--- config.mk ---
export PLATFORM = sky130hd
export DESIGN_NAME = mem_access_ctrl_flat
export DESIGN_NICKNAME = d
export VERILOG_FILES = /design/src/rtl/mem_access_ctrl_if.sv /design/src/rtl/mem_access_ctrl.sv /design/src/flat_wrapper.sv
export SDC_FILE = /design/constraint.sdc
export NUM_CORES = 1
export LEC_CHECK = 0
export CELL_PAD_IN_SITES_DETAIL_PLACEMENT = 1
export CELL_PAD_IN_SITES_GLOBAL_PLACEMENT = 2
export CORE_MARGIN = 5
export CORE_UTILIZATION = 28
export CTS_CLUSTER_SIZE = 20
export DETAILED_ROUTE_END_ITERATION = 8
export PLACE_DENSITY = 0.77
export SYNTH_ARGS = -nofsm -noshare
export SYNTH_HDL_FRONTEND = slang
export SYNTH_SLANG_ARGS = --single-unit
--- constraint.sdc ---
create_clock -name clk -period 1.6 [get_ports clk]
set_input_delay 0.32 -clock clk [delete_from_list [all_inputs] [get_ports clk]]
set_output_delay 0.32 -clock clk [all_outputs]
set_load 0.05 [all_outputs]
--- src/rtl/mem_access_ctrl_if.sv ---
// Load/store request channel plus byte-wide data-memory port of mem_access_ctrl.
//   Request side : req, is_store, pair, sext, addr, wdata -> ready, done, rdata
//   Memory side  : mem_addr, mem_rd, mem_wr, mem_wdata -> mem_rdata (combinational read)
//   master : execute stage plus data memory (drives requests, returns mem_rdata)
//   slave  : the sequencer itself
interface mem_access_ctrl_if #(
   parameter int unsigned AW = 8
);
   logic          req;
   logic          is_store;
   logic          pair;
   logic          sext;
   logic [AW-1:0] addr;
   logic [15:0]   wdata;
   logic          ready;
   logic          done;
   logic [15:0]   rdata;
   logic [AW-1:0] mem_addr;
   logic          mem_rd;
   logic          mem_wr;
   logic [7:0]    mem_wdata;
   logic [7:0]    mem_rdata;

   modport master (
      output req, is_store, pair, sext, addr, wdata, mem_rdata,
      input  ready, done, rdata, mem_addr, mem_rd, mem_wr, mem_wdata
   );

   modport slave (
      input  req, is_store, pair, sext, addr, wdata, mem_rdata,
      output ready, done, rdata, mem_addr, mem_rd, mem_wr, mem_wdata
   );
endinterface

--- src/rtl/mem_access_ctrl.sv ---
// Load/store sequencer between the execute stage and an 8-bit data memory.
// Performs one byte or little-endian byte-pair access per request in one or
// two memory cycles, then pulses done for one cycle with rdata already valid.
//   clk, rst_n : clock (rising edge), asynchronous active-low reset
//   bus        : mem_access_ctrl_if.slave (request channel + memory port)
// All outputs, including the memory-side controls, are registered.
module mem_access_ctrl #(
   parameter int unsigned AW = 8
) (
   input  logic               clk,
   input  logic               rst_n,
   mem_access_ctrl_if.slave   bus
);

   typedef enum logic [1:0] {
      IDLE = 2'd0,
      ACC0 = 2'd1,
      ACC1 = 2'd2,
      DONE = 2'd3
   } state_t;

   state_t        state;
   logic          storeQ;
   logic          pairQ;
   logic          sextQ;
   logic [AW-1:0] addrQ;
   logic [15:0]   wdataQ;
   logic [7:0]    loQ;

   // Sequencer; memory controls are set up on the edge entering each access
   // state so they come straight from flops.
   always_ff @(posedge clk or negedge rst_n) begin
      if (!rst_n) begin
         state         <= IDLE;
         storeQ        <= 1'b0;
         pairQ         <= 1'b0;
         sextQ         <= 1'b0;
         addrQ         <= '0;
         wdataQ        <= '0;
         loQ           <= '0;
         bus.ready     <= 1'b1;
         bus.done      <= 1'b0;
         bus.rdata     <= '0;
         bus.mem_addr  <= '0;
         bus.mem_rd    <= 1'b0;
         bus.mem_wr    <= 1'b0;
         bus.mem_wdata <= '0;
      end else begin
         case (state)
            IDLE: begin
               if (bus.req) begin
                  state         <= ACC0;
                  storeQ        <= bus.is_store;
                  pairQ         <= bus.pair;
                  sextQ         <= bus.sext;
                  addrQ         <= bus.addr;
                  wdataQ        <= bus.wdata;
                  bus.ready     <= 1'b0;
                  bus.mem_addr  <= bus.addr;
                  bus.mem_rd    <= ~bus.is_store;
                  bus.mem_wr    <= bus.is_store;
                  bus.mem_wdata <= bus.wdata[7:0];
               end
            end
            ACC0: begin
               if (!storeQ) loQ <= bus.mem_rdata;
               if (pairQ) begin
                  // Second byte address wraps modulo the memory depth.
                  state         <= ACC1;
                  bus.mem_addr  <= addrQ + AW'(1);
                  bus.mem_wdata <= wdataQ[15:8];
               end else begin
                  state      <= DONE;
                  bus.mem_rd <= 1'b0;
                  bus.mem_wr <= 1'b0;
                  bus.done   <= 1'b1;
                  if (!storeQ)
                     bus.rdata <= {{8{bus.mem_rdata[7] & sextQ}}, bus.mem_rdata};
               end
            end
            ACC1: begin
               state      <= DONE;
               bus.mem_rd <= 1'b0;
               bus.mem_wr <= 1'b0;
               bus.done   <= 1'b1;
               if (!storeQ) bus.rdata <= {bus.mem_rdata, loQ};
            end
            DONE: begin
               state     <= IDLE;
               bus.done  <= 1'b0;
               bus.ready <= 1'b1;
            end
            default: begin
               state     <= IDLE;
               bus.done  <= 1'b0;
               bus.ready <= 1'b1;
            end
         endcase
      end
   end

endmodule

--- src/flat_wrapper.sv ---
// flat-port wrapper written by rule: the top's interface ports become plain ports
module mem_access_ctrl_flat 
#(
   parameter int unsigned AW = 8
)
  (clk, rst_n, bus_req, bus_is_store, bus_pair, bus_sext, bus_addr, bus_wdata, bus_mem_rdata, bus_ready, bus_done, bus_rdata, bus_mem_addr, bus_mem_rd, bus_mem_wr, bus_mem_wdata);
  mem_access_ctrl_if #(.AW(AW)) bus_i ();
  input  logic clk;
  input  logic rst_n;
  input wire logic [$bits(bus_i.req)-1:0] bus_req;
  input wire logic [$bits(bus_i.is_store)-1:0] bus_is_store;
  input wire logic [$bits(bus_i.pair)-1:0] bus_pair;
  input wire logic [$bits(bus_i.sext)-1:0] bus_sext;
  input wire logic [$bits(bus_i.addr)-1:0] bus_addr;
  input wire logic [$bits(bus_i.wdata)-1:0] bus_wdata;
  input wire logic [$bits(bus_i.mem_rdata)-1:0] bus_mem_rdata;
  output wire logic [$bits(bus_i.ready)-1:0] bus_ready;
  output wire logic [$bits(bus_i.done)-1:0] bus_done;
  output wire logic [$bits(bus_i.rdata)-1:0] bus_rdata;
  output wire logic [$bits(bus_i.mem_addr)-1:0] bus_mem_addr;
  output wire logic [$bits(bus_i.mem_rd)-1:0] bus_mem_rd;
  output wire logic [$bits(bus_i.mem_wr)-1:0] bus_mem_wr;
  output wire logic [$bits(bus_i.mem_wdata)-1:0] bus_mem_wdata;
  assign bus_i.req = bus_req;
  assign bus_i.is_store = bus_is_store;
  assign bus_i.pair = bus_pair;
  assign bus_i.sext = bus_sext;
  assign bus_i.addr = bus_addr;
  assign bus_i.wdata = bus_wdata;
  assign bus_i.mem_rdata = bus_mem_rdata;
  assign bus_ready = bus_i.ready;
  assign bus_done = bus_i.done;
  assign bus_rdata = bus_i.rdata;
  assign bus_mem_addr = bus_i.mem_addr;
  assign bus_mem_rd = bus_i.mem_rd;
  assign bus_mem_wr = bus_i.mem_wr;
  assign bus_mem_wdata = bus_i.mem_wdata;
  mem_access_ctrl #(.AW(AW)) u_core (.clk(clk), .rst_n(rst_n), .bus(bus_i));
endmodule
==> results_dict.tcl, run 1 <==
set metrics [dict create \
    hold_class "reg2reg" \
    crit_path_end_kind "flop" \
    path_clk_slew_ps 70 \
    drt_iter0_drc 90 \
    antenna_found_initial 0 \
    io_buffers 73 \
    dr.pass1.iters 4 \
    cpLargestDelayFamily "flip-flops" \
    rsz0062_at_grt "true" \
    tightest_slew_ps 370 \
    min_path_cells 2 \
    cp.arrival_ps 1840 \
    start_kind "flop" \
    mostFrequentLayoutCells "64 x dfrtp_1, 42 x buf_4, 36 x clkdlybuf4s50_1, 27 x mux2_2" \
    syn_area_um2 2960 \
    synth_seq_cells 65 \
    drt-total-wl_um 7670 \
    finalMaxSlewViolations 0 \
    fin_skew_ps 7.48 \
    fmax_ghz 0.620 \
    finalWeightedCongestion 0.709 \
    cts_sinks 65 \
    grt_max_degree 66 \
    die_w_um 113 \
    cts_tree "done" \
    setup_viol 4 \
    place_ws_ps -133 \
    wl_per_cell_um 15.5 \
    synth.distinct_cells 29 \
    ys_seq_area_share_pct 55.1 \
    cp_max_fo 8 \
    drc 0 \
    area_delta_synth_final_pct 50.7 \
    cap_violations 0 \
    drtAntennaViolNets 0 \
    synth_cells 256 \
    grt_pass1_wl_um 12600 \
    r2r-end "u_core.bus.mem_addr[4]" \
    critPathRequiredTime_ps 1830 \
    numCtsBuffers 9 \
    io_pins 74 \
    antenna-diode-count 0 \
    clock_path_buffers 2 \
    place_area_um2 4080 \
    die_h_um 113 \
    reg2regPathDepth 6 \
    htreeDepth 3 \
    cp_num_buf_inv 2 \
    min_from "u_core.bus.rdata[9]" \
    vias 2272 \
    dp_cells 474 \
    worstHoldEndpoint "u_core.bus.rdata[9]" \
    avgSynthCellArea_um2 11.5 \
    status "finished with violations" \
    violations "negative setup slack" \
    relSlewSlack_pct 75.3 \
    drive_gt1_share_pct 36.7 \
    r2r-start "u_core.state[1]" \
    nets 400 \
    cp_slowest_cell "dfrtp_1" \
    criticalPathCategory "reg2reg" \
    finalCriticalPeriod_ps 1610 \
    via_per_inst 4.58 \
    cts-root-buf "clkbuf_8" \
    dieArea_um2 12700 \
    placement_rows 37 \
    hold_viol 0 \
    coreArea_um2 10300 \
    final_common_cell "dfrtp_1" \
    finalNonFillerCells 496 \
    reg2reg_slack_ps -10 \
    overflow 0 \
    finalCritPeriodShare_pct 101 \
    design_area_um2 4460 \
    crit_path_cell_trace "inv_2 -> ha_4 -> or2_0 -> o211a_1 -> buf_12 -> mux2_4" \
    setup_ws_ps -13.3 \
    synth_nets 301 \
    leakage_nw 1.94 \
    start_util_pct 28.6 \
    grt_pass1_vias 2515 \
    slowest_delay_ps 390 \
    track_usage_pct 12.3 \
    post-dp-hpwl_um 5420 \
    fillers 1133 \
    yosys_warnings 0 \
    vdd_drop_max_v 0.00115 \
    clock_latency_ps 340 \
    p_per_area_nw_per_um2 2500 \
]
-- area by class of cell --
cell class,count,area [um2],share of cell area (%)
multi-input combinational,174,1330,29.7
clock inverter,3,40.0,0.898
inverter,3,11.3,0.253
sequential,65,1630,36.5
clock buffer,13,159,3.57
tap,136,170,3.82
timing repair buffer,102,1120,25.2
-- cell families (layout without fill, tap and decap cells) --
group | after synthesis | in the layout | share of synthesized area, %
AO/OA/AOI/OAI | 57 | 57 | 10.2
XOR/XNOR | 6 | 6 | 1.78
adder cells (fa/ha/maj) | 7 | 7 | 2.96
buffers and inverters | 17 | 121 | 3.55
flip-flops | 65 | 65 | 55.1
multiplexers | 48 | 48 | 18.1
AND/OR/NAND/NOR | 56 | 56 | 8.34
-- worst max path at each step --
| stage | slack (ps) | cells after the start | end | startpoint |
|---|---|---|---|---|
| 2_1_floorplan | 8 | 7 | u_core.bus.mem_addr[0] | u_core.state[1] |
| 3_3_place_gp | -100 | 5 | u_core.bus.mem_addr[0] | bus_req |
| 3_5_place_dp | -130 | 6 | u_core.bus.mem_addr[6] | bus_req |
| 4_1_cts | -10 | 6 | u_core.bus.mem_addr[4] | u_core.state[0] |
| 5_1_grt | -80 | 6 | u_core.bus.mem_addr[0] | u_core.state[1] |
| 6_report | -10 | 6 | u_core.bus.mem_addr[4] | u_core.state[1] |
-- repair_timing --
item | CTS | global route
hold endpoints to repair | 58 | 0
hold buffers | 1 | 0
pin swaps | 1 | 3
buffers inserted | 1 | 2
endpoints found under the setup margin | 7 | 37
cloned | 0 | 2
gates resized for setup | 7 | 18
-- synth_stat cells --
master | number | area, um2
inv_1 | 2 | 7.51
nand3_1 | 5 | 25.0
mux2_4 | 4 | 60.1
o21ai_1 | 3 | 15.0
nand2b_1 | 3 | 18.8
xnor2_1 | 1 | 8.76
a31oi_1 | 1 | 6.26
buf_6 | 4 | 45.0
clkbuf_1 | 1 | 3.75
o21ai_0 | 24 | 120
nor2_1 | 17 | 63.8
mux2i_1 | 17 | 170
o31ai_1 | 1 | 7.51
inv_2 | 1 | 3.75
nor2b_1 | 1 | 6.26
and3_1 | 2 | 12.5
o211a_1 | 1 | 10.0
o211ai_1 | 2 | 15.0
buf_2 | 9 | 45.0
nand3_2 | 2 | 20.0
or2_0 | 1 | 6.26
a21oi_1 | 24 | 120
xor2_1 | 5 | 43.8
ha_1 | 7 | 87.6
nand2_1 | 25 | 93.8
o221ai_1 | 1 | 8.76
mux2_2 | 27 | 304
dfstp_2 | 1 | 26.3
dfrtp_1 | 64 | 1600
-- where the power goes --
| group | total, W | internal (W) | switching, W | leakage [nW] |
|---|---|---|---|---|
| Sequential | 0.00314 | 0.00249 | 0.000654 | 0.774 |
| Clock | 0.00143 | 0.000802 | 0.000630 | 0.103 |
| Combinational | 0.00655 | 0.00307 | 0.00348 | 1.06 |
-- metrics by stage --
stage	setup TNS, ps	util [%]	power (W)	hold WS, ps
after floorplan	0	-	0.00682	24.4
after global placement	-1380	39.5	0.00904	372
after detailed placement	-2060	39.5	0.00922	370
after CTS	-37.7	41.9	0.0108	494
after global routing	-809	43.2	0.0119	514
final	-47.4	43.2	0.0111	486
-- worst min-delay path: stages (launching register included) --
cell	delay (ps)
dfrtp_1	350
nand2_1	50
o21ai_0	60
-- layer usage --
metal	vias up	part of all wire, %	track usage, %
li1	1092	-	-
met1	1115	41	14.3
met2	56	52	21.0
met3	9	5.9	5.03
met4	0	1.2	3.13
met5	-	0	0
-- sequential cells by signal, indices dropped and copies added (netlist names), 2 cells and up --
register	flops
u_core.loQ	8
u_core.bus.mem_addr	8
u_core.addrQ	8
u_core.state	2
u_core.bus.rdata	16
u_core.wdataQ	8
u_core.bus.mem_wdata	8
(Power assumes the default switching activity.)
==> run 2: changes to the inputs <==
--- a/config.mk
+++ b/config.mk
@@ -7,6 +7,7 @@
 export LEC_CHECK = 0
 export CELL_PAD_IN_SITES_DETAIL_PLACEMENT = 1
 export CELL_PAD_IN_SITES_GLOBAL_PLACEMENT = 2
+export CORE_ASPECT_RATIO = 0.7
 export CORE_MARGIN = 5
 export CORE_UTILIZATION = 28
 export CTS_CLUSTER_SIZE = 20
==> run 2 against run 1 <==
- the run still ends with negative setup slack left
- via count is 0.84% lower
- sequential power about the same
- clock-buffer cell count increased by 2
- clock skew fell by 3.5 ps
- wire length up 4.9%
- global-route usage grew 0.90 points
- final area down 0.11%
- first-iteration DRC count shrank 21%
- cell count fell by 1.0%
- power rose by 1.4%
- non-clock buffer count is 1 lower
- critical path type unchanged
- critical endpoint unchanged
==> results_dict.tcl, run 2 (synthesis results as in run 1) <==
set metrics [dict create \
    relSlewSlack_pct 70.5 \
    clockPowerShare_pct 15.3 \
    clock_path_buffers 2 \
    finalWeightedCongestion 0.748 \
    status "finished with violations" \
    area_delta_synth_final_pct 50.6 \
    cp.arrival_ps 1830 \
    switchingPower_w 0.00479 \
    fillers 1121 \
    combPwrFrac_pct 56.7 \
    met1_length_um 3790 \
    p_int_w 0.00649 \
    largest_register "u_core.bus.rdata" \
    largest_reg_flops 16 \
    fin_skew_ps 3.98 \
    critPathRequiredTime_ps 1810 \
    overflow 0 \
    numCtsBuffers 9 \
    r2r-end "u_core.bus.mem_addr[4]" \
    leakage_nw 1.93 \
    via_per_inst 4.59 \
    htreeDepth 3 \
    cap_violations 0 \
    final_common_cell "dfrtp_1" \
    finalCritPeriodShare_pct 101 \
    coreArea_um2 10300 \
    power.total_w 0.0113 \
    finalMaxSlewViolations 0 \
    drive_gt1_share_pct 36.2 \
    drt_iter0_drc 71 \
    crit_path_end_kind "flop" \
    dr.pass1.iters 2 \
    final_util_pct 43.1 \
    cp_max_fo 8 \
    drt-total-wl_um 8040 \
    vdd_drop_max_v 0.000834 \
    hold_buffers 0 \
    nets 399 \
    tightest_slew_ps 437 \
    clock_latency_ps 330 \
    drtAntennaViolNets 0 \
    dr.max_layer_used "met4" \
    antenna-diode-count 0 \
    cts_tree "done" \
    placement_rows 31 \
    reg2reg_slack_ps -20 \
    vias 2253 \
    grt_pass1_vias 2487 \
    io_buffers 73 \
    start_util_pct 28.7 \
    p_seq_share_pct 28.0 \
    die_h_um 96.0 \
    dieArea_um2 12700 \
    finalCriticalPeriod_ps 1620 \
    start_kind "flop" \
    violations "negative setup slack" \
    wl_met2_um 3810 \
    grt_max_degree 66 \
    mostFrequentLayoutCells "63 x dfrtp_1, 43 x buf_4, 36 x clkdlybuf4s50_1, 27 x mux2_2, 24 x nand2_1" \
    cts-root-buf "clkbuf_16" \
    dr_wl_met3_um 334 \
    reg2regPathDepth 5 \
    path_clk_slew_ps 50 \
    die_w_um 133 \
    post-dp-hpwl_um 5800 \
    wl_per_cell_um 16.4 \
    cts_sinks 65 \
    track_usage_pct 13.2 \
    hold_viol 0 \
    rsz0062_at_grt "true" \
    drc 0 \
    netSwitchingFraction_pct 42.4 \
    setup_ws_ps -23.1 \
    antenna_found_initial 0 \
    fmax_ghz 0.616 \
    p_per_area_nw_per_um2 2530 \
    setup_viol 12 \
    r2r-start "u_core.state[0]" \
    hold_class "in2async" \
    grt_pass1_wl_um 13100 \
    criticalPathCategory "reg2reg" \
    io_pins 74 \
]
## run 2: changes by cell type in the layout (fill, tap and decap cells not counted), sizes merged
cell,before,now
clkinv,2,1
bufinv,1,0
buf,63,65
dlygate4sd3,1,0
## run 2: timing repair
item	4_1_cts	5_1_grt
buffers inserted	5	2
setup endpoints to repair	17	52
gates resized for setup	5	16
pin swaps	3	3
## run 2: routing by layer
layer | GRT usage, % | up-vias
met3 | 4.02 | 8
met1 | 17.5 | 1111
met5 | 0 | -
met2 | 20.6 | 48
met4 | 4.41 | 0
li1 | - | 1086
## run 2: worst max-delay path, cell delays in order, from the launching register on
cell and delay, ps:
dfrtp_2 460, ha_4 190, or2_0 220, o211a_1 180
buf_12 160, mux2_4 290
## run 2: area by class of cell
class	count	area, um2	area share (%)
Clock buffer	15	248	5.56
Clock inverter	1	5.00	0.112
Inverter	3	13.8	0.309
Multi-Input combinational cell	174	1290	29.0
Sequential cell	65	1630	36.6
Tap cell	132	165	3.71
Timing Repair Buffer	101	1100	24.7
## run 2: how the worst max path moves through the flow
| stage | endpoint | startpoint | slack [ps] | cells after the start |
|---|---|---|---|---|
| 3_3_place_gp | u_core.bus.mem_addr[3] | bus_req | -100 | 5 |
| 3_5_place_dp | u_core.bus.mem_addr[4] | bus_req | -150 | 5 |
| 6_report | u_core.bus.mem_addr[4] | u_core.state[0] | -20 | 5 |
| 2_1_floorplan | u_core.bus.mem_addr[0] | u_core.state[1] | 8 | 7 |
| 5_1_grt | u_core.bus.mem_wdata[5] | u_core.state[0] | -60 | 7 |
| 4_1_cts | u_core.bus.mem_addr[3] | u_core.state[1] | 10 | 6 |
## run 2: stage by stage
step	instances	area [um2]	setup WS, ps	setup TNS (ps)	hold WS (ps)
after floorplan	256	2960	7.64	0	24.4
after global placement	469	4090	-104	-1880	370
after detailed placement	469	4090	-148	-3100	372
after CTS	489	4390	11.8	0	11.4
after global routing	491	4450	-63.0	-803	40.8
final	491	4450	-23.1	-141	8.09
## run 2: power by group through the flow
stage	sequential (W)	combinational, W	clock, W
after floorplan	0.00437	0.00245	0
after global placement	0.00310	0.00601	0
after detailed placement	0.00314	0.00617	0
after CTS	0.00315	0.00632	0.00180
after global routing	0.00327	0.00687	0.00187
final	0.00316	0.00640	0.00172
